<file path="config.mk">
export PLATFORM = sky130hd
export DESIGN_NAME = core_axi_master
export DESIGN_NICKNAME = d
export VERILOG_FILES = /design/src/rtl/core_axi_master.sv
export SDC_FILE = /design/constraint.sdc
export NUM_CORES = 1
export LEC_CHECK = 0
export ABC_CLOCK_PERIOD_IN_PS = 5000
export CORE_ASPECT_RATIO = 0.7
export CORE_MARGIN = 3
export CORE_UTILIZATION = 40
export DETAILED_ROUTE_END_ITERATION = 16
export GPL_ROUTABILITY_DRIVEN = 0
export PLACE_DENSITY_LB_ADDON = 0.25
export SYNTH_ARGS = -nofsm -noshare
export SYNTH_HDL_FRONTEND = slang
export SYNTH_SLANG_ARGS = --single-unit
</file>
<file path="constraint.sdc">
create_clock -name clk -period 5 [get_ports clk]
set_input_delay 0.5 -clock clk [delete_from_list [all_inputs] [get_ports clk]]
set_output_delay 0.5 -clock clk [all_outputs]
set_load 0.01 [all_outputs]
</file>
<file path="src/rtl/core_axi_master.sv">
// Single-outstanding AXI4-Lite master: turns one load/store request into one
// AXI4-Lite read or write and returns a one-cycle completion pulse.
//
//   state   | meaning
//   --------+------------------------------------------------------------
//   IDLE    | waiting for a request; misaligned requests answered from here
//   RD_ADDR | arvalid high, waiting for arready
//   RD_DATA | rready high, waiting for rvalid
//   WR_REQ  | awvalid/wvalid issued, waiting for both handshakes
//   WR_RESP | bready high, waiting for bvalid
//   RESP    | result captured; resp_valid fires on the way back to IDLE
module core_axi_master #(
   parameter int ADDR_W = 32,
   parameter int DATA_W = 32
) (
   input  logic                clk,
   input  logic                rst,

   input  logic                req_valid,
   output logic                req_ready,
   input  logic                req_we,
   input  logic [ADDR_W-1:0]   req_addr,
   input  logic [DATA_W-1:0]   req_wdata,
   input  logic [DATA_W/8-1:0] req_wstrb,

   output logic                resp_valid,
   output logic [DATA_W-1:0]   resp_rdata,
   output logic                resp_err,

   output logic [ADDR_W-1:0]   axi_araddr,
   output logic                axi_arvalid,
   input  logic                axi_arready,

   input  logic [DATA_W-1:0]   axi_rdata,
   input  logic [1:0]          axi_rresp,
   input  logic                axi_rvalid,
   output logic                axi_rready,

   output logic [ADDR_W-1:0]   axi_awaddr,
   output logic                axi_awvalid,
   input  logic                axi_awready,

   output logic [DATA_W-1:0]   axi_wdata,
   output logic [DATA_W/8-1:0] axi_wstrb,
   output logic                axi_wvalid,
   input  logic                axi_wready,

   input  logic [1:0]          axi_bresp,
   input  logic                axi_bvalid,
   output logic                axi_bready
);

   typedef enum logic [2:0] {
      IDLE    = 3'd0,
      RD_ADDR = 3'd1,
      RD_DATA = 3'd2,
      WR_REQ  = 3'd3,
      WR_RESP = 3'd4,
      RESP    = 3'd5
   } state_t;

   state_t state, state_nxt;

   logic              accept;
   logic              misaligned;
   logic              ar_hs, r_hs, aw_hs, w_hs, b_hs;
   logic              aw_done, w_done;
   logic              wr_both;
   logic              r_err, b_err;
   logic [DATA_W-1:0] pend_rdata;
   logic              pend_err;

   assign req_ready  = (state == IDLE) && !resp_valid;
   assign accept     = req_valid && req_ready;
   assign misaligned = (req_addr[1:0] != 2'b00);

   assign ar_hs = axi_arvalid && axi_arready;
   assign r_hs  = axi_rvalid  && axi_rready;
   assign aw_hs = axi_awvalid && axi_awready;
   assign w_hs  = axi_wvalid  && axi_wready;
   assign b_hs  = axi_bvalid  && axi_bready;

   // Either channel may finish first, or both in the same cycle.
   assign wr_both = (aw_done || aw_hs) && (w_done || w_hs);

   // SLVERR and DECERR both count as failures.
   assign r_err = (axi_rresp == 2'b10) || (axi_rresp == 2'b11);
   assign b_err = (axi_bresp == 2'b10) || (axi_bresp == 2'b11);

   always_ff @(posedge clk or posedge rst) begin
      if (rst) begin
         state <= IDLE;
      end else begin
         state <= state_nxt;
      end
   end

   always_comb begin
      state_nxt = state;
      case (state)
         IDLE: begin
            if (accept && !misaligned) begin
               state_nxt = req_we ? WR_REQ : RD_ADDR;
            end
         end
         RD_ADDR: begin
            if (ar_hs) begin
               state_nxt = RD_DATA;
            end
         end
         RD_DATA: begin
            if (r_hs) begin
               state_nxt = RESP;
            end
         end
         WR_REQ: begin
            if (wr_both) begin
               state_nxt = WR_RESP;
            end
         end
         WR_RESP: begin
            if (b_hs) begin
               state_nxt = RESP;
            end
         end
         RESP:    state_nxt = IDLE;
         default: state_nxt = IDLE;
      endcase
   end

   // The AXI payload registers double as the request latch, so they only
   // change on an aligned acceptance and stay put while their valid is high.
   always_ff @(posedge clk or posedge rst) begin
      if (rst) begin
         axi_araddr  <= '0;
         axi_arvalid <= 1'b0;
         axi_rready  <= 1'b0;
         axi_awaddr  <= '0;
         axi_awvalid <= 1'b0;
         axi_wdata   <= '0;
         axi_wstrb   <= '0;
         axi_wvalid  <= 1'b0;
         axi_bready  <= 1'b0;
         aw_done     <= 1'b0;
         w_done      <= 1'b0;
         pend_rdata  <= '0;
         pend_err    <= 1'b0;
         resp_valid  <= 1'b0;
         resp_rdata  <= '0;
         resp_err    <= 1'b0;
      end else begin
         resp_valid <= 1'b0;

         if (accept) begin
            if (misaligned) begin
               resp_valid <= 1'b1;
               resp_err   <= 1'b1;
               resp_rdata <= '0;
            end else if (req_we) begin
               axi_awaddr  <= req_addr;
               axi_wdata   <= req_wdata;
               axi_wstrb   <= req_wstrb;
               axi_awvalid <= 1'b1;
               axi_wvalid  <= 1'b1;
               aw_done     <= 1'b0;
               w_done      <= 1'b0;
            end else begin
               axi_araddr  <= req_addr;
               axi_arvalid <= 1'b1;
            end
         end

         if (ar_hs) begin
            axi_arvalid <= 1'b0;
            axi_rready  <= 1'b1;
         end

         if (r_hs) begin
            axi_rready <= 1'b0;
            pend_err   <= r_err;
            pend_rdata <= r_err ? '0 : axi_rdata;
         end

         if (aw_hs) begin
            axi_awvalid <= 1'b0;
            aw_done     <= 1'b1;
         end

         if (w_hs) begin
            axi_wvalid <= 1'b0;
            w_done     <= 1'b1;
         end

         if ((state == WR_REQ) && wr_both) begin
            axi_bready <= 1'b1;
         end

         if (b_hs) begin
            axi_bready <= 1'b0;
            pend_err   <= b_err;
            pend_rdata <= '0;
         end

         // Response outputs only move when a completion is published.
         if (state == RESP) begin
            resp_valid <= 1'b1;
            resp_rdata <= pend_rdata;
            resp_err   <= pend_err;
         end
      end
   end

endmodule

</file>
; After elaboration in Yosys (flattened, before gate mapping)
; Cells that the tools add are included.
[classes]
n_eq_ne = 18
reduce_logical = 35
n_bitwise = 2
n_mux = 39
[op_table]
columns = cell, n
row1 = 2-to-1 mux 32 bit, 6
row2 = 2-to-1 mux 1 bit, 26
row3 = nonzero test 2 bit, 11
row4 = 2-to-1 mux 3 bit, 5
row5 = one-hot mux 3 bit (5 select lines), 1
row6 = AND reduction 3 bit, 5
row7 = logical AND 1 bit, 10
row8 = inequality test 2 x 1 -> 1 bit (second input constant), 5
row9 = equality test 2 bit (second input constant), 4
row10 = inequality test 2 bit (second input constant), 4
row11 = equality test 3 x 2 -> 1 bit (second input constant), 2
row12 = equality test 3 bit (second input constant), 2
row13 = AND reduction 5 bit, 1
row14 = logical OR 1 bit, 4
row15 = equality test 3 x 1 -> 1 bit (second input constant), 1
row16 = logical NOT 3 bit, 1
row17 = logical NOT 1 bit, 2
row18 = 2-to-1 mux 2 bit, 1
row19 = inverter 1 bit, 2
row20 = AND reduction 2 bit, 1
[totals]
reg_bits = 177
word_cells = 111
output_inout_bits = 140

; Longest topological paths before layout
[logic_depth]
ltp_word = 6
depth_mapped = 6

; Worst setup path after synthesis
; OpenSTA, ideal clock, no wires.
[synth_path]
path_type = reg2reg
from = reg state[2]
to = reg axi_araddr[10]
setup_time_ns = 0.125
n_path_buf = 2
setup_slack_ns = 3.217
arrival_time_ns = 1.658
stages_incl_launch_ff = 7
required_ns = 4.875
path_cell_list = dfrtp_1 > buf_6 > nor4_4 > nand3_1 > nor2_2 > buf_4 > mux2_2
[synth_between]
elab_chain_cells = 4
[synth_rtl]
columns = item, line
row1 = "start, declared", 62  ; state_t state, state_nxt;
row2 = "start signal, assigned", 94  ; state <= state_nxt;
row3 = logical NOT 3 bit, 73  ; assign req_ready = (state == IDLE) && !resp_valid;
row4 = logical AND 1 bit, 73
row5 = net req_ready, 20  ; output logic req_ready,
row6 = logical AND 1 bit, 74  ; assign accept = req_valid && req_ready;
row7 = AND reduction 3 bit (no line), --
row8 = "end signal, assigned", 168  ; axi_araddr <= req_addr;
row9 = "end, declared", 30  ; output logic [ADDR_W-1:0] axi_araddr,
; The timed path passes the listed nets, and every way through them passes these cells.
; A chain may end at the register's enable or synchronous reset.

; Worst setup path after layout
[layout_path]
from = reg state[1]
to = reg axi_wdata[28]
[layout_between]
elab_chain_cells = 4
[layout_rtl]
columns = item, line
row1 = logical NOT 3 bit, 73
row2 = logical AND 1 bit, 73
row3 = logical AND 1 bit, 74
row4 = AND reduction 3 bit (no line), --
row5 = "end signal, assigned", 161  ; axi_wdata <= req_wdata;
row6 = "end, declared", 43  ; output logic [DATA_W-1:0] axi_wdata,
; No other way between the ends.

==> qor.csv <==
metric,value,unit
status,finished clean,
hpwlAfterDp,11.66,mm
first_global_vias,4699,
synth.area.top_cells,"dfrtp_1 65%, mux2_4 14%, a22o_1 8.6%",
synth_area,6840,um2
start_util,41.35,%
via_per_inst,5.013,
rrSetupSlack,2.33,ns
io_buffers,250,
async_reset_ff_share,100.0,%
clock_latency,0.42,ns
finalHoldWorstSlack,0.4965,ns
routed_wirelength,16.91,mm
r2r-end,axi_wdata[28]$_DFFE_PP0P_,
synth_edf_count,0,
die_y,115.4,um
yosysWarnings,0,
rr_startpoint,state[1]$_DFFE_PP0P_,
cts_repair_resize_count,0,
drc,0,
rsz0062_at_grt,no,
rows,39,
die_w,162.3,um
synthToLayoutAreaGrowth,47.63,%
ys.flop_type,dfrtp_1,
placed_area,9528,um2
vias,4527,
utilization,61.05,%
clockBufferDepth,2,
grt_max_degree,178,
track_usage,17.94,%
end_kind,flop,
path_clk_slew,0.07,ns
htreeDepth,4,
grt_overflow,0,
hold_viol_final,0,
worst_ep_arrival_time,2.97,ns
setup_viol_count_final,0,
multi_input_area,2242,um2
ios,253,
synth_top_cell_by_area,dfrtp_1,
tightest_slew,1.007,ns
antenna_found_initial,0,
hold_end,resp_rdata[2]$_DFFE_PP0P_,
grt_pass1_wl,26.32,mm
finalMaxSlewViolations,0,
finalNetCount,778,
min_delay_path_depth,1,
cts_post_setup_buffers_inserted,0,
first_iter_violations,342,
root_buffer,clkbuf_16,
cp.required,5.30,ns
wl_per_cell,18.73,um
core-area,16540,um2
ant_nets,0,
die-area,18730,um2
yosysSeqAreaShare,64.75,%
period_needed,2.667,ns
cts_buffers,17,
period_share,53.35,%
syn_area_per_cell,16.44,um2
vdd_drop_max,0.2905,mV
crit_type,flop to flop,
fillCellCount,1262,
syn_nets,529,
path_max_fanout,55,
pwr_density_cell,584.9,nW/um2
postCtsHoldBufs,0,
min_path_type,flop to flop,
antenna_cells,0,
cts_tree,done,
leakagePower,4.694,nW
syn_inst,416,
cp-start-kind,flop,
min_from,resp_rdata[2]$_DFFE_PP0P_,
slew_headroom,32.84,%
final_area,10100,um2
cts_sinks,177,
synth-seq-cells,177,
seqCellArea,4429,um2
dr.pass1.iters,4,
cap_violations,0,
fin_total_pwr,5.906,mW
fin_skew,0.01015,ns
synth.top_cell.area_share,64.75,%
yosysUniqueCellTypes,33,
r2r_cells,5,
tns,0,ns
drive_above_1_share,20.94,%
fmax,374.9,MHz
## registers in the layout, summed over array words and instances, names as in the netlist, 3 cells and up
signal	flops
state	3
pend_rdata	32
axi_araddr	32
axi_wstrb	4
axi_awaddr	32
axi_wdata	32
resp_rdata	32
## through the flow
stage	setup WS [ns]	cells
after floorplan	2.233	416
after detailed placement	1.971	871
after global routing	2.149	903
after CTS	2.300	903
after global placement	1.996	871
final	2.333	903
## layout make-up
type                    instances  share of cell area, %
clock buffers                  17                  4.213
clock inverters                15                  1.437
inverters                       3                 0.1487
multi-input cells             210                  22.20
flip-flops and latches        177                  43.86
well taps                     225                  2.788
repair buffers                256                  25.35
## power by group
group	total, mW	switching, mW	internal (mW)
logic	2.22	0.783	1.44
registers	2.41	0.388	2.02
clock network	1.27	0.611	0.660
total	5.91	1.78	4.12
## per-layer routing
layer,up-vias,GRT usage (%),wire length (um)
li1,2027,-,-
met1,2295,24.62,7602
met2,193,27.49,7605
met3,12,6.359,1539
met4,0,4.659,163
met5,-,0,0
## worst max-delay path by stage
stage | end | start | cells after the start | slack [ns]
floorplan | aw_done$_DFFE_PP0P_ | rst | 1 | 2.23
global placement | axi_awaddr[31]$_DFFE_PP0P_ | req_addr[0] | 6 | 2.00
detailed placement | axi_awaddr[31]$_DFFE_PP0P_ | req_addr[0] | 6 | 1.97
global route | axi_wdata[28]$_DFFE_PP0P_ | state[1]$_DFFE_PP0P_ | 5 | 2.15
CTS | axi_wdata[22]$_DFFE_PP0P_ | state[1]$_DFFE_PP0P_ | 5 | 2.30
finish | axi_wdata[28]$_DFFE_PP0P_ | state[1]$_DFFE_PP0P_ | 5 | 2.33
## kinds of logic after synthesis
| logic type | after synthesis | share of synthesized area [%] |
|---|---|---|
| AOI/OAI and AO/OA | 80 | 9.914 |
| buffers and inverters | 29 | 2.652 |
| DFF | 177 | 64.75 |
| muxes | 102 | 20.21 |
| and+or+nand+nor | 28 | 2.469 |
## placed cells by master, fill, tap and decap left out, types with 3 or more instances in the layout
master,count
a21oi_1,5
buf_4,5
dfrtp_1,177
mux2i_1,5
nor2_1,4
and2_1,3
clkinv_4,4
clkdlybuf4s50_1,250
mux2_2,33
mux2_4,64
clkbuf_16,17
a22o_1,67
inv_6,4
clkinvlp_4,3
nand2_1,6
nor2b_1,4
## cell usage after synthesis (3+ instances only)
cell / n
buf_4: 3
inv_1: 3
a22o_1: 67
nand2_1: 6
dfrtp_1: 177
mux2i_1: 5
mux2_2: 33
clkbuf_1: 14
buf_6: 8
nor2b_1: 4
nor2_1: 5
mux2_4: 64
a21oi_1: 5
and2_1: 3
## critical path, stage by stage (launching register included)
cell and delay [ns]:
dfrtp_1 0.52, nor4_4 0.38, and3_2 0.28, nand2_4 0.53, buf_4 0.49, mux2_4 0.34
No activity file was read; power rests on OpenSTA's default activity.
